**config.mk**
```make
export PLATFORM = sky130hd
export DESIGN_NAME = fountain_v2_encoder
export DESIGN_NICKNAME = d
export VERILOG_FILES = /design/src/rtl/fountain_v2_encoder.sv
export SDC_FILE = /design/constraint.sdc
export NUM_CORES = 1
export LEC_CHECK = 0
export ABC_AREA = 1
export CORE_MARGIN = 1.5
export CORE_UTILIZATION = 54
export DETAILED_ROUTE_END_ITERATION = 7
export MAX_ROUTING_LAYER = met4
export PLACE_DENSITY = 0.79
export SLEW_MARGIN = 40
export SYNTH_ARGS = -nofsm -noshare
export SYNTH_HDL_FRONTEND = slang
export SYNTH_SLANG_ARGS = --single-unit
```
**constraint.sdc**
```tcl
create_clock -name clk -period 1.84 [get_ports clk]
set_input_delay 0.368 -clock clk [delete_from_list [all_inputs] [get_ports clk]]
set_output_delay 0.368 -clock clk [all_outputs]
set_load 0.1 [all_outputs]
```
**src/rtl/fountain_v2_encoder.sv**
```systemverilog
`default_nettype none
// ============================================================================
// Module   : fountain_v2_encoder
// Brief    : Serial LT/fountain encoder; buffers K symbols, emits LFSR-selected XORs.
// Revision : 2.0
// ============================================================================
module fountain_v2_encoder #(
  parameter int                SYM_W     = 8,
  parameter int                K         = 32,
  parameter int                LFSR_W    = 32,
  parameter logic [LFSR_W-1:0] LFSR_TAPS = 32'h80200003,
  parameter int                CNT_W     = 16
) (
  input  logic                     clk,
  input  logic                     reset,
  input  logic                     start,
  input  logic [LFSR_W-1:0]        seed,
  input  logic [CNT_W-1:0]         num_out,
  input  logic                     in_valid,
  output logic                     in_ready,
  input  logic [SYM_W-1:0]         in_data,
  output logic                     out_valid,
  input  logic                     out_ready,
  output logic [SYM_W-1:0]         out_data,
  output logic [CNT_W-1:0]         out_seq,
  output logic [$clog2(K+1)-1:0]   out_degree,
  output logic                     busy,
  output logic                     done
);

  localparam int                IDX_W    = (K > 1) ? $clog2(K) : 1;
  localparam int                DEG_W    = $clog2(K + 1);
  localparam logic [IDX_W-1:0]  LAST_IDX = IDX_W'(K - 1);

  typedef enum logic [2:0] {
    S_IDLE   = 3'd0,
    S_LOAD   = 3'd1,
    S_ENCODE = 3'd2,
    S_OUTPUT = 3'd3,
    S_DONE   = 3'd4
  } state_t;

  state_t             state_q, state_d;
  logic [SYM_W-1:0]   mem_q [K];
  logic [IDX_W-1:0]   wr_idx_q;
  logic [IDX_W-1:0]   j_q;
  logic [IDX_W-1:0]   fb_idx_q;
  logic [LFSR_W-1:0]  lfsr_q;
  logic [CNT_W-1:0]   num_out_q;
  logic [CNT_W-1:0]   out_seq_q;
  logic [SYM_W-1:0]   acc_q;
  logic [SYM_W-1:0]   fallback_q;
  logic [SYM_W-1:0]   out_data_q;
  logic [DEG_W-1:0]   deg_q;
  logic [DEG_W-1:0]   out_degree_q;
  logic               out_valid_q;

  logic               w_in_fire;
  logic               w_out_fire;
  logic [CNT_W-1:0]   w_seq_inc;
  logic [SYM_W-1:0]   w_sym;
  logic               w_sel;
  logic [SYM_W-1:0]   w_acc_nx;
  logic [DEG_W-1:0]   w_deg_nx;
  logic [SYM_W-1:0]   w_fb_nx;
  logic [LFSR_W-1:0]  w_lfsr_nx;

  assign w_in_fire  = in_valid && (state_q == S_LOAD);
  assign w_out_fire = out_valid_q && out_ready;
  assign w_seq_inc  = out_seq_q + CNT_W'(1);
  assign w_sym      = mem_q[j_q];
  assign w_sel      = lfsr_q[0];
  assign w_acc_nx   = acc_q ^ (w_sel ? w_sym : '0);
  assign w_deg_nx   = deg_q + DEG_W'(w_sel);
  // The fallback symbol rotates through the block with the sequence number.
  assign w_fb_nx    = (j_q == fb_idx_q) ? w_sym : fallback_q;
  assign w_lfsr_nx  = (lfsr_q >> 1) ^ (w_sel ? LFSR_TAPS : '0);

  always_comb begin
    state_d = state_q;
    case (state_q)
      S_IDLE:   if (start) state_d = S_LOAD;
      S_LOAD:   if (w_in_fire && (wr_idx_q == LAST_IDX))
                  state_d = (num_out_q == '0) ? S_DONE : S_ENCODE;
      S_ENCODE: if (j_q == LAST_IDX) state_d = S_OUTPUT;
      S_OUTPUT: if (w_out_fire)
                  state_d = (w_seq_inc == num_out_q) ? S_DONE : S_ENCODE;
      S_DONE:   state_d = S_IDLE;
      default:  state_d = S_IDLE;
    endcase
  end

  // Source buffer carries no reset; its contents are rewritten every block.
  always_ff @(posedge clk) begin
    if (w_in_fire) mem_q[wr_idx_q] <= in_data;
  end

  always_ff @(posedge clk) begin
    if (reset) begin
      state_q      <= S_IDLE;
      wr_idx_q     <= '0;
      j_q          <= '0;
      fb_idx_q     <= '0;
      lfsr_q       <= LFSR_W'(1);
      num_out_q    <= '0;
      out_seq_q    <= '0;
      acc_q        <= '0;
      fallback_q   <= '0;
      out_data_q   <= '0;
      deg_q        <= '0;
      out_degree_q <= '0;
      out_valid_q  <= 1'b0;
    end else begin
      state_q <= state_d;
      case (state_q)
        S_IDLE: begin
          wr_idx_q <= '0;
          if (start) begin
            lfsr_q    <= (seed == '0) ? LFSR_W'(1) : seed;
            num_out_q <= num_out;
          end
        end
        S_LOAD: begin
          if (w_in_fire) begin
            wr_idx_q   <= (wr_idx_q == LAST_IDX) ? '0 : wr_idx_q + IDX_W'(1);
            j_q        <= '0;
            fb_idx_q   <= '0;
            acc_q      <= '0;
            deg_q      <= '0;
            fallback_q <= '0;
          end
        end
        S_ENCODE: begin
          lfsr_q     <= w_lfsr_nx;
          acc_q      <= w_acc_nx;
          deg_q      <= w_deg_nx;
          fallback_q <= w_fb_nx;
          if (j_q == LAST_IDX) begin
            j_q <= '0;
            if (w_deg_nx == '0) begin
              out_data_q   <= w_fb_nx;
              out_degree_q <= DEG_W'(1);
            end else begin
              out_data_q   <= w_acc_nx;
              out_degree_q <= w_deg_nx;
            end
          end else begin
            j_q <= j_q + IDX_W'(1);
          end
        end
        S_OUTPUT: begin
          // Valid rises one cycle after the result lands in out_data.
          if (!out_valid_q) begin
            out_valid_q <= 1'b1;
          end else if (out_ready) begin
            out_valid_q <= 1'b0;
            out_seq_q   <= w_seq_inc;
            fb_idx_q    <= (fb_idx_q == LAST_IDX) ? '0 : fb_idx_q + IDX_W'(1);
            j_q         <= '0;
            acc_q       <= '0;
            deg_q       <= '0;
            fallback_q  <= '0;
          end
        end
        S_DONE: begin
          out_seq_q <= '0;
        end
        default: begin
          out_valid_q <= 1'b0;
        end
      endcase
    end
  end

  assign in_ready   = (state_q == S_LOAD);
  assign out_valid  = out_valid_q;
  assign out_data   = out_data_q;
  assign out_seq    = out_seq_q;
  assign out_degree = out_degree_q;
  assign busy       = (state_q != S_IDLE);
  assign done       = (state_q == S_DONE);

endmodule
`default_nettype wire

```
==> run_results.csv <==
group,metric,value,unit
hold_path,min_from,"reset",
cts,htree_levels,2,
cts,insertion_delay,0.57,ns
placement,dpl.cell_count,2401,
setup_path,cp-end-kind,"register",
timing,fin_ws,-0.354,ns
logic_synthesis,synth_nets,1929,
cells_and_area,layout_commonest_cell,"nand2_1",
logic_synthesis,synth-seq-cells,380,
setup_path,reg2reg_slack,-0.35,ns
cts,cts_buffers,39,
placement,port_buffers,94,
hold_path,worstHoldPathCells,5,
cells_and_area,nets,2150,
timing,relSlewSlack,0.392,
setup_path,r2r_cells,13,
power,p_leak,8.94,nW
setup_path,cp.required,2.21,ns
setup_path,arrival,2.57,ns
timing,rsz0062_at_grt,"true",
cts,cts_root_buf,"clkbuf_16",
cells_and_area,antennaDiodeCount,0,
cells_and_area,post-route-cell-area,22900,µm²
routing,dr_total_vias,15400,
cells_and_area,drive_above_1_share,0.273,
timing,max_freq,456,MHz
power,intPower,19.5,mW
routing,drc,0,
grt,overflow,0,
cells_and_area,synthToLayoutAreaGrowth,35.3,%
placement,post_dp_cell_area,19700,µm²
cts,tritoncts,"done",
cells_and_area,fillCellCount,1792,
placement,gp_congestion,0.910,
routing,drtIter0Drc,2087,
timing,setup_viol,35,
hold_path,hold_path_class,"input port to register",
cells_and_area,layout_common_cells,"nand2_1, edfxtp_1, inv_1",
floorplan,core_area,30700,µm²
floorplan,rows,64,
logic_synthesis,avgSynthCellArea,9.11,µm²
logic_synthesis,synth_edf_count,256,
setup_path,critPathCapture,"out_data[3]",
floorplan,initial_core_util,0.550,
setup_path,r2r_end,"out_data[3]",
logic_synthesis,yosysWarnings,0,
grt,grt_usage,0.298,
floorplan,die_y,180,µm
power,clockPowerShare,0.256,
logic_synthesis,ys.flop_type,"edfxtp_1",
placement,dp_hpwl,28800,µm
logic_synthesis,synthArstFlopShare,0,
floorplan,io_pins,95,
timing,fin_skew,0.0498,ns
timing,fin_crit_sh,1.19,
power,p_comb_frac,0.426,
power,power_density,1380,nW/µm²
timing,fin_crit,2.19,ns
logic_synthesis,yosysUniqueCellTypes,42,
logic_synthesis,yosysSeqAreaShare,0.601,
routing,ant_nets,0,
grt,grt_pass1_wl,74600,µm
timing,tightestPinTransition,0.911,ns
grt,grt_max_degree,55,
setup_path,cp-start-kind,"register",
outcome,violations,"setup timing",
floorplan,die_area,32400,µm²
logic_synthesis,netlist_area,16900,µm²
timing,fin_tns_setup,-4.88,ns
power,vdd_drop_max,0.759,mV
setup_path,crit_fanout,11,
routing,drt-pass1-iter-count,6,
power,p_sw_frac,0.383,
grt,grt_pass1_vias,14300,
cells_and_area,instances_no_fill,2501,
power,power.total,31.6,mW
routing,wire_per_inst,21.8,µm
power,seqPwrFrac,0.318,
cts,path_clk_slew,0.07,ns
logic_synthesis,synth_cells,1856,
power,power.switching,12.1,mW
routing,drt_wl_total,54600,µm
timing,hold_viol_final,0,
floorplan,die_w,180,µm
setup_path,critPathKind,"register to register",
timing,finalMaxSlewViolations,0,
grt,grt_antenna_before_repair,0,
outcome,status,"complete, but fails checks",
job,maxCapViolations,0,
routing,drt-vias-per-instance,6.14,
cts,cts.sink_count,380,
cts,cts.path.max_buffers,3,
-- metrics by stage --
stage / hold WS (ns) / setup slack, ns / util
3_3_place_gp: 0.442 / -0.393 / 0.641
5_1_grt: 0.395 / -0.436 / 0.744
4_1_cts: 0.342 / -0.115 / 0.708
3_5_place_dp: 0.454 / -0.416 / 0.641
6_report: 0.392 / -0.354 / 0.744
2_1_floorplan: 0.431 / -0.112 / -
-- cells in the mapped netlist, types with 3 or more instances --
cell / n / area [µm²]
a211oi_1: 4 / 30.0
a21oi_1: 80 / 400
buf_1: 6 / 22.5
buf_2: 30 / 150
buf_4: 18 / 135
clkbuf_1: 33 / 124
dfxtp_1: 124 / 2480
edfxtp_1: 256 / 7690
ha_1: 12 / 150
inv_1: 173 / 649
inv_2: 7 / 26.3
nand2_1: 588 / 2210
nand3_1: 277 / 1390
nand4_1: 20 / 125
nor2_1: 83 / 312
nor2_2: 5 / 31.3
nor3_1: 18 / 90.1
nor4_1: 3 / 18.8
o211ai_1: 14 / 105
o21ai_0: 38 / 190
o221ai_1: 25 / 219
xnor2_1: 3 / 26.3
xor2_1: 19 / 166
-- routing by layer --
| layer | vias to the layer above | global-route usage | part of all wire |
|---|---|---|---|
| met3 | 293 | 0.0460 | 0.11 |
| li1 | 6678 | - | - |
| met2 | 1189 | 0.495 | 0.48 |
| met5 | - | - | 0 |
| met1 | 7200 | 0.361 | 0.35 |
| met4 | 0 | 0.137 | 0.064 |
-- worst min-delay path by stage --
stage / to / slack, ns
floorplan: lfsr_q[19] / 0.43
global placement: lfsr_q[19] / 0.44
detailed placement: fallback_q[4] / 0.45
CTS: register / 0.34
global route: j_q[1] / 0.39
finish: j_q[1] / 0.39
-- cell type report --
class	count	area, µm²	share of cell area
Sequential cell	380	10200	0.448
Multi-Input combinational cell	1207	6960	0.304
Timing Repair Buffer	268	3210	0.140
Clock buffer	45	1010	0.0441
Inverter	181	699	0.0306
Tap cell	396	495	0.0216
Clock inverter	24	272	0.0119
-- cells by family after synthesis --
kind of cell / after synthesis / synth area share
fa+ha+maj: 12 / 0.00888
xor+xnor: 23 / 0.0127
buf+inv: 269 / 0.0664
flops: 380 / 0.601
compound gates: 171 / 0.0604
simple gates: 1001 / 0.250
-- worst max-delay path, cell delays in order, from the launching register on --
cell	delay, ns
dfxtp_4	0.42
buf_12	0.20
buf_12	0.16
nand2_1	0.07
nand3_1	0.12
nand3_2	0.11
nand2_2	0.11
nand2_2	0.06
nand3_2	0.20
nand3_2	0.12
xor2_1	0.23
nand2_1	0.09
nand2_1	0.08
a21oi_1	0.06
-- power by group through the flow --
stage	Combinational, mW	Sequential (mW)	Clock, mW
after CTS	10.8	9.93	7.97
after global routing	14.1	10.1	8.44
after global placement	9.10	10.0	0
after floorplan	5.99	10.0	0
after detailed placement	9.37	10.1	0
final	13.4	10.0	8.08
-- what timing repair did --
action | CTS | global route
setup buffers | 11 | 8
pin swaps | 68 | 71
endpoints found under the setup margin | 179 | 322
hold buffers | 0 | 0
cloned | 6 | 6
gates resized for setup | 134 | 213
-- registers in the layout, summed over array words and instances, names as in the netlist, 6 cells and up, named ones only --
signal,flops
mem_q,256
out_seq,16
out_degree,6
out_data,8
acc_q,8
num_out_q,16
lfsr_q,32
deg_q,6
fallback_q,8
(Power assumes the default switching activity.)
